===== config.mk =====
export PLATFORM = sky130hd
export DESIGN_NAME = alu_arbiter
export DESIGN_NICKNAME = d
export VERILOG_FILES = /design/src/rtl/alu_pkg.sv /design/src/rtl/alu.sv /design/src/rtl/rr_pick2.sv /design/src/rtl/alu_arbiter.sv
export SDC_FILE = /design/constraint.sdc
export NUM_CORES = 1
export LEC_CHECK = 0
export ABC_CLOCK_PERIOD_IN_PS = 4300
export BUFFER_PORTS_ARGS = -buffer_cell sky130_fd_sc_hd__buf_2
export CORE_ASPECT_RATIO = 1.5
export CORE_MARGIN = 8
export CORE_UTILIZATION = 45
export CTS_BUF_LIST = sky130_fd_sc_hd__clkbuf_8
export CTS_CLUSTER_DIAMETER = 40
export CTS_CLUSTER_SIZE = 24
export DETAILED_ROUTE_END_ITERATION = 8
export PLACE_DENSITY = 0.75
export REMOVE_ABC_BUFFERS = 1
export SYNTH_ARGS = -nofsm -noshare
export SYNTH_HDL_FRONTEND = slang
export SYNTH_SLANG_ARGS = --single-unit

===== constraint.sdc =====
create_clock -name clk -period 4.3 [get_ports clk]
set_input_delay 0.86 -clock clk [delete_from_list [all_inputs] [get_ports clk]]
set_output_delay 0.86 -clock clk [all_outputs]
set_load 0.01 [all_outputs]

===== src/rtl/alu_pkg.sv =====
// Shared encodings for the ALU and its front-end arbiter: FSM state codes and
// ALUOp values.
package alu_pkg;

  typedef logic [1:0] state_t;

  localparam state_t ST_IDLE = 2'd0;
  localparam state_t ST_EXEC = 2'd1;
  localparam state_t ST_RESP = 2'd2;

  localparam logic [2:0] ALU_ADD = 3'd0;
  localparam logic [2:0] ALU_SUB = 3'd1;
  localparam logic [2:0] ALU_AND = 3'd2;
  localparam logic [2:0] ALU_OR  = 3'd3;
  localparam logic [2:0] ALU_SRL = 3'd4;
  localparam logic [2:0] ALU_SRA = 3'd5;

endpackage


===== src/rtl/alu.sv =====
// Combinational ALU: C = A <ALUOp> B. Shifts use the low log2(WIDTH) bits of B;
// unused opcodes return zero.
module alu
  import alu_pkg::*;
#(
  parameter int WIDTH = 32,
  parameter int OPW   = 3
) (
  input  logic [WIDTH-1:0] A,
  input  logic [WIDTH-1:0] B,
  input  logic [OPW-1:0]   ALUOp,
  output logic [WIDTH-1:0] C
);

  localparam int SHW = $clog2(WIDTH);

  logic [2:0]     op;
  logic [SHW-1:0] shamt;

  assign op    = ALUOp[2:0];
  assign shamt = B[SHW-1:0];

  always_comb begin
    C = '0;
    case (op)
      ALU_ADD: C = A + B;
      ALU_SUB: C = A - B;
      ALU_AND: C = A & B;
      ALU_OR:  C = A | B;
      ALU_SRL: C = A >> shamt;
      ALU_SRA: C = WIDTH'($signed(A) >>> shamt);
      default: C = '0;
    endcase
  end

endmodule


===== src/rtl/rr_pick2.sv =====
// Two-way round-robin picker. 'last' is the index of the previous winner; on a
// tie the other requester is chosen. Output is one-hot (or zero).
module rr_pick2 (
  input  logic [1:0] valid,
  input  logic       last,
  output logic [1:0] grant
);

  always_comb begin
    grant = 2'b00;
    case (valid)
      2'b01:   grant = 2'b01;
      2'b10:   grant = 2'b10;
      2'b11:   grant = last ? 2'b01 : 2'b10;
      default: grant = 2'b00;
    endcase
  end

endmodule


===== src/rtl/alu_arbiter.sv =====
// Round-robin front end sharing one ALU between two valid/ready requesters.
// Define ALU_ARB_B2B_EN to allow a new grant in the cycle a response completes.
module alu_arbiter
  import alu_pkg::*;
#(
  parameter int WIDTH = 32,
  parameter int OPW   = 3
) (
  input  logic             clk,
  input  logic             reset,
  input  logic             req0_valid,
  output logic             req0_ready,
  input  logic [WIDTH-1:0] req0_a,
  input  logic [WIDTH-1:0] req0_b,
  input  logic [OPW-1:0]   req0_op,
  output logic             rsp0_valid,
  input  logic             rsp0_ready,
  output logic [WIDTH-1:0] rsp0_data,
  input  logic             req1_valid,
  output logic             req1_ready,
  input  logic [WIDTH-1:0] req1_a,
  input  logic [WIDTH-1:0] req1_b,
  input  logic [OPW-1:0]   req1_op,
  output logic             rsp1_valid,
  input  logic             rsp1_ready,
  output logic [WIDTH-1:0] rsp1_data,
  output logic             busy,
  output logic [1:0]       dbg_state
);

  // Handshakes: a transfer happens on a rising edge where valid && ready.
  // Requesters hold their request stable until ready; the arbiter holds
  // rsp data stable while rsp_valid is high and rsp_ready is low.

  state_t           state_q, state_d;
  logic             last_q;
  logic             owner_q;
  logic [WIDTH-1:0] a_q, b_q, result_q;
  logic [OPW-1:0]   op_q;
  logic [WIDTH-1:0] alu_c;

  logic [1:0] valid_vec, grant, ready_vec;
  logic       grant_en, accept, acc_owner, rsp_fire;

  assign valid_vec = {req1_valid, req0_valid};

  rr_pick2 u_pick (
    .valid (valid_vec),
    .last  (last_q),
    .grant (grant)
  );

  alu #(.WIDTH(WIDTH), .OPW(OPW)) u_alu (
    .A     (a_q),
    .B     (b_q),
    .ALUOp (op_q),
    .C     (alu_c)
  );

  assign rsp_fire = (state_q == ST_RESP) && (owner_q ? rsp1_ready : rsp0_ready);

  // State register and datapath.
  always_ff @(posedge clk or posedge reset) begin
    if (reset) begin
      state_q  <= ST_IDLE;
      last_q   <= 1'b1;
      owner_q  <= 1'b0;
      a_q      <= '0;
      b_q      <= '0;
      op_q     <= '0;
      result_q <= '0;
    end else begin
      state_q <= state_d;
      if (accept) begin
        owner_q <= acc_owner;
        last_q  <= acc_owner;
        a_q     <= acc_owner ? req1_a  : req0_a;
        b_q     <= acc_owner ? req1_b  : req0_b;
        op_q    <= acc_owner ? req1_op : req0_op;
      end
      if (state_q == ST_EXEC) result_q <= alu_c;
    end
  end

  // Next-state logic. accept can only be set in RESP when back-to-back is built in.
  always_comb begin
    state_d = state_q;
    case (state_q)
      ST_IDLE: if (accept) state_d = ST_EXEC;
      ST_EXEC: state_d = ST_RESP;
      ST_RESP: if (rsp_fire) state_d = accept ? ST_EXEC : ST_IDLE;
      default: state_d = ST_IDLE;
    endcase
  end

  // Outputs.
  always_comb begin
    grant_en = (state_q == ST_IDLE);
`ifdef ALU_ARB_B2B_EN
    if (rsp_fire) grant_en = 1'b1;
`endif
    ready_vec  = grant & {2{grant_en}};
    accept     = |(ready_vec & valid_vec);
    acc_owner  = ready_vec[1];
    req0_ready = ready_vec[0];
    req1_ready = ready_vec[1];
    rsp0_valid = (state_q == ST_RESP) && !owner_q;
    rsp1_valid = (state_q == ST_RESP) && owner_q;
    rsp0_data  = rsp0_valid ? result_q : '0;
    rsp1_data  = rsp1_valid ? result_q : '0;
    busy       = (state_q != ST_IDLE);
    dbg_state  = state_q;
  end

endmodule


==> out/results.ini, run 1 <==
[yosys]
syn_inst=1232
synth.most_common_cell=nand2_1
yosysTopAreaCell=dfrtp_1
synth_edf_count=0
syn_area_per_cell_sq_um=7.75
async_flop_share_pct=100
synth_area_leaders=dfrtp_1 27%, o21ai_0 7.4%, a21oi_1 6.8%
synthTopCellsByCount=145 x nand2_1, 141 x o21ai_0, 130 x a21oi_1, 113 x nor2_1, 102 x dfrtp_1
yosys_warnings=0
seq_area_frac_synth_pct=27.0
ys_seq_elements=103
synth_top_area_share_pct=26.7
netlist_area_sq_mm=0.00955
synth_flop_cell=dfrtp_1
yosys.cell_types.count=70

[clock_network]
post_cts_buffers=0
root_buffer=clkbuf_8
cts.path.max_buffers=2
clkSlewWorstSetupHoldPaths_ns=0.11
clock_latency_ns=0.42
h-tree-depth=3
numCtsBuffers=9
cts_tree=built
cts_sinks=103

[setup_path]
slowest_stage=or4_4
cp.arrival_ns=4.33
critical-path-top-delay-family=simple AND/OR/NAND/NOR gates
reg2reg_slack_ns=0.26
r2r_start=b_q[6]
crit_type=flop to flop
critPathMaxFanout=5
cp.required_ns=4.59
worstReg2RegEnd=result_q[30]
critical_path_buf_inv_count=1
startpoint_type=flop
timing.critical_path.cells=or4_4, nor4_4, nor3b_4, buf_4, nand3_2, or3_4, o21ai_0, xor2_1, ha_1, a21o_1, a21oi_1, nor2_1, nor3_1, o21a_1, xnor2_1, a221o_1
slowest_delay_ns=0.54
ff2ff_path_depth=16
end_kind=flop

[timing]
finalCritPeriodShare_pct=94.0
setup_viol=0
final.min_clock_period_ns=4.04
setup_ws_ns=0.260
rsz0062_at_grt=no
final.setup_skew_ns=0.0198
relSlewSlack_pct=37.6
fmax_mhz=248
drv_slew=0
tightest_slew_ns=0.929
fin_tns_setup_ns=0
final-hold-violation-count=0

[final_layout]
antenna_cells=0
post-route-util_pct=53.9
syn_to_final_growth_pct=18.1
seqCellArea_sq_mm=0.00258
multi_input_area_sq_mm=0.00660
final_nets=1589
drive_gt1_share_pct=23.5
nFillCells=2078
fin_cells=1687

[detailed_routing]
vias_per_cell=5.98
detail_route.wl_per_cell_microns=20.5
drcViolationCount=0
route.final.wire_length_microns=34600
drt_iter0_markers=954
drt_first_pass_iters=6
vias=10094
drtAntennaViolNets=0

[placement]
placedCellCount=1671
gp_congestion=1.01
hpwl_microns=26700
io_buffers=210
place_ws_ns=0.299

[floorplanning]
num_rows=65
die_y_microns=194
die_area_sq_mm=0.0262
die_x_microns=135
initial_core_util_pct=45.7
num_io_pins=211
core_area_sq_mm=0.0209

[hold_path]
hold_start=result_q[3]
worstHoldPathCells=1
whs_endpoint=result_q[3]
hp-class=flop to flop

[global_route]
grt_overflow=0
grt_pass1_wl_microns=54100
grt_pass1_vias=9735
grt.total_usage_pct=25.9
grt_max_degree=80
antenna_found_initial=0

[run]
drv_cap=0

[power_and_ir_drop]
p_per_area_mw_per_mm2=1060
vdd_ir_drop_max_mv=0.407
cellLeakagePower_uw=0.00516

[outcome]
status=finished clean

==> state kept, by name, indices dropped and copies added, names as in the netlist <==
register	cells
a_q	32
dbg_state	2
result_q	32
op_q	3
b_q	32
owner_q	1
last_q	1
==> worst max path at each step <==
stage | slack [ns] | to | start | cells past startpoint
after floorplan | -2.25 | req1_ready | req1_valid | 2
after global placement | 0.30 | result_q[30] | b_q[2] | 15
after detailed placement | 0.30 | result_q[30] | b_q[2] | 15
after CTS | 0.25 | result_q[29] | b_q[6] | 16
after global routing | 0.02 | result_q[30] | b_q[6] | 16
final | 0.26 | result_q[30] | b_q[6] | 16
==> layout by cell type, fill, tap and decap left out, drive strengths merged, types with 28 or more instances in the layout <==
cell type and n:
and2 67, o21ai 145, dfrtp 102, xor2 28, mux2i 50, nand2 145, a21oi 130, nor2 113
buf 263, ha 34
==> cell type report <==
class	count	area share, %
Sequential cell	103	22.9
Multi-Input combinational cell	1016	58.6
Inverter	21	0.721
Clock inverter	6	0.677
Clock buffer	10	1.22
Timing Repair Buffer	263	13.0
Tap cell	268	2.97
==> report_power, final <==
group          switching, uW  internal, uW  total, uW
Combinational           5340          3690       9030
Clock                    390           296        686
Sequential               741          1440       2180
Total                   6470          5430      11900
==> per-layer routing <==
metal  track usage (%)  up-vias  part of all wire, %
li1                  -     4799                    -
met1              32.5     4761                   40
met3              3.61       76                  7.4
met4              10.2        0                  3.4
met2              43.6      458                   49
met5                 0        -                    0
==> metrics by stage <==
| stage | hold WS [ns] | cell area (sq um) | total power (uW) |
|---|---|---|---|
| finish | 0.491 | 11300 | 11900 |
| global route | 0.513 | 11300 | 12900 |
| CTS | 0.496 | 11200 | 11700 |
| detailed placement | 0.473 | 11000 | 11000 |
| global placement | 0.464 | 11000 | 10900 |
| floorplan | 0.444 | 9190 | 8150 |
==> logic make-up after synthesis <==
logic type | share of synthesized area [%]
mux | 10.1
simple gates | 20.8
flops | 27.0
compound gates | 25.4
xor+xnor | 5.05
fa+ha+maj | 7.18
buf+inv | 4.53
==> timing repair <==
item                       in CTS  in global routing
hold buffers                    0                  0
setup endpoints to repair       0                  5
gates resized for setup         0                  9
Power figures use the tool's default switching activity.
==> run 2: changes to the inputs <==
--- a/config.mk
+++ b/config.mk
@@ -5,7 +5,7 @@
 export SDC_FILE = /design/constraint.sdc
 export NUM_CORES = 1
 export LEC_CHECK = 0
-export ABC_CLOCK_PERIOD_IN_PS = 4300
+export ABC_CLOCK_PERIOD_IN_PS = 5150
 export BUFFER_PORTS_ARGS = -buffer_cell sky130_fd_sc_hd__buf_2
 export CORE_ASPECT_RATIO = 1.5
 export CORE_MARGIN = 8
@@ -14,7 +14,7 @@
 export CTS_CLUSTER_DIAMETER = 40
 export CTS_CLUSTER_SIZE = 24
 export DETAILED_ROUTE_END_ITERATION = 8
-export PLACE_DENSITY = 0.75
+export PLACE_DENSITY = 0.72
 export REMOVE_ABC_BUFFERS = 1
 export SYNTH_ARGS = -nofsm -noshare
 export SYNTH_HDL_FRONTEND = slang
==> constraint.sdc (replaced) <==
create_clock -name clk -period 5.15 [get_ports clk]
set_input_delay 1.03 -clock clk [delete_from_list [all_inputs] [get_ports clk]]
set_output_delay 1.03 -clock clk [all_outputs]
set_load 0.01 [all_outputs]
==> out/results.ini, run 2 (synthesized netlist as in run 1, its figures left out) <==
[hold_path]
hp-class=flop to flop  ; unchanged

[timing]
setup_viol=0  ; unchanged
final.min_clock_period_ns=4.21  ; was 4.04 ns
fin_tns_setup_ns=0  ; unchanged
tightest_slew_ns=1.23  ; was 0.929 ns
final-hold-violation-count=0  ; unchanged
finalCritPeriodShare_pct=81.7  ; was 94.0%
rsz0062_at_grt=no  ; unchanged
fmax_mhz=238  ; was 248 MHz
final.setup_skew_ns=0.0135  ; was 0.0198 ns
drv_slew=0  ; unchanged
relSlewSlack_pct=18.3  ; was 37.6%

[setup_path]
path_common_cell=o21ai_0
timing.critical_path.cells=or4_4, nor4_4, nor3b_4, nor2_1, xnor2_1, ha_1, o21ai_0, o211ai_1, and3_1, o21ai_0, a211oi_1, o21ai_0, o21a_1, xnor2_1, a221o_1  ; was or4_4, nor4_4, nor3b_4, buf_4, nand3_2, or3_4, o21ai_0, xor2_1, ha_1, a21o_1, a21oi_1, nor2_1, nor3_1, o21a_1, xnor2_1, a221o_1
slowest_stage=or4_4  ; unchanged
cp.required_ns=5.44  ; was 4.59 ns
crit_type=flop to flop  ; unchanged
end_kind=flop  ; unchanged
critPathMaxFanout=6  ; was 5
cp.arrival_ns=4.50  ; was 4.33 ns
slowest_delay_ns=0.58  ; was 0.54 ns
startpoint_type=flop  ; unchanged

[detailed_routing]
drt_first_pass_iters=8  ; was 6
route.final.wire_length_microns=34500  ; was 34600 microns
vias_per_cell=5.95  ; was 5.98
detail_route.wl_per_cell_microns=20.8  ; was 20.5 microns
drt_iter0_markers=936  ; was 954
vias=9875  ; was 10.1k
drcViolationCount=0  ; unchanged
drtAntennaViolNets=0  ; unchanged

[clock_network]
cts_tree=built  ; unchanged
numCtsBuffers=9  ; unchanged
cts.path.max_buffers=2  ; unchanged
clkSlewWorstSetupHoldPaths_ns=0.11  ; about the same
h-tree-depth=3  ; unchanged
clock_latency_ns=0.40  ; was 0.42 ns
cts.hold.buffers_added=0  ; unchanged
root_buffer=clkbuf_8  ; unchanged
ctsResizeCount=0  ; unchanged
post_cts_buffers=0  ; unchanged
cts_sinks=103  ; unchanged

[power_and_ir_drop]
p_per_area_mw_per_mm2=877  ; was 1060 mW/mm^2
vdd_ir_drop_max_mv=0.360  ; was 0.407 mV
cellLeakagePower_uw=0.00502  ; was 0.00516 uW

[final_layout]
fin_cells=1661  ; was 1687
nFillCells=2105  ; was 2078
reg_top3=a_q (32), b_q (32), result_q (32)  ; unchanged
antenna_cells=0  ; unchanged
syn_to_final_growth_pct=15.6  ; was 18.1%
final_nets=1563  ; was 1589
layout_commonest_cell=buf_2  ; unchanged
drive_gt1_share_pct=21.7  ; was 23.5%
mostFrequentLayoutCells=210 x buf_2, 145 x nand2_1, 141 x o21ai_0  ; was 210 x buf_2, 145 x nand2_1, 140 x o21ai_0

[floorplanning]
die_area_sq_mm=0.0262  ; unchanged
initial_core_util_pct=45.7  ; unchanged
core_area_sq_mm=0.0209  ; unchanged
num_rows=65  ; unchanged
die_y_microns=194  ; unchanged
num_io_pins=211  ; unchanged
die_x_microns=135  ; unchanged

[global_route]
grt_overflow=0  ; unchanged
grt_max_degree=80  ; unchanged
grt_pass1_vias=9585  ; was 9735
grt.total_usage_pct=25.8  ; was 25.9%
grt_pass1_wl_microns=53800  ; was 54100 microns
antenna_found_initial=0  ; unchanged

[placement]
placedCellCount=1645  ; was 1671
hpwl_microns=26100  ; was 26700 microns
gp_congestion=0.981  ; was 1.01
io_buffers=210  ; unchanged

[run]
drv_cap=0  ; unchanged

[outcome]
status=finished clean  ; unchanged

## run 2: final timing paths
check | to | cells past startpoint | slack [ns] | startpoint
hold / removal | result_q[6] | 2 | 0.49 | result_q[6]
hold reg to reg | result_q[6] | 2 | 0.49 | result_q[6]
setup / recovery | result_q[30] | 15 | 0.94 | b_q[3]
setup reg to reg | result_q[30] | 15 | 0.94 | b_q[3]
max in group asynchronous | result_q[10] | 3 | 3.64 | reset
min in group asynchronous | b_q[24] | 2 | 0.57 | reset
## run 2: final cells by class
class | instances | area, sq um | share of cell area [%]
multi-input cells | 1016 | 6580 | 59.6
flip-flops and latches | 103 | 2580 | 23.4
repair buffers | 237 | 1250 | 11.4
well taps | 268 | 335 | 3.04
clock buffers | 11 | 151 | 1.37
inverters | 21 | 81.3 | 0.737
clock inverters | 5 | 56.3 | 0.510
## run 2: stage by stage
step | utilization, % | hold WS (ns) | total power (uW) | setup slack [ns] | cell area (sq um)
floorplan | - | 0.444 | 6810 | -1.74 | 9190
global placement | 51.8 | 0.458 | 8930 | 1.05 | 10800
detailed placement | 51.8 | 0.481 | 8970 | 0.979 | 10800
CTS | 52.8 | 0.502 | 9560 | 0.933 | 11000
global route | 52.8 | 0.521 | 10500 | 0.662 | 11000
finish | 52.8 | 0.492 | 9680 | 0.940 | 11000
## run 2: critical path, delay by kind of cell, from the launching register on
family / cells / cell delay [ns]
simple gates: 5 / 1.47
compound gates: 7 / 1.69
fa+ha+maj: 1 / 0.33
xor+xnor: 2 / 0.20
flops: 1 / 0.41
## run 2: power by group
| part | switching (uW) | leakage [uW] | internal (uW) |
|---|---|---|---|
| registers | 631 | 0.00127 | 1210 |
| logic | 4400 | 0.00365 | 2880 |
| clock network | 312 | 0.000111 | 252 |
| total | 5340 | 0.00502 | 4340 |
## run 2: routing by layer
| metal | wire [microns] | GRT usage [%] | up-vias | share of wire, % |
|---|---|---|---|---|
| li1 | - | - | 4737 | - |
| met1 | 14000 | 32.5 | 4654 | 41 |
| met2 | 17000 | 43.5 | 422 | 49 |
| met3 | 2490 | 4.23 | 62 | 7.2 |
| met4 | 981 | 8.96 | 0 | 2.8 |
| met5 | 0 | 0 | - | 0 |
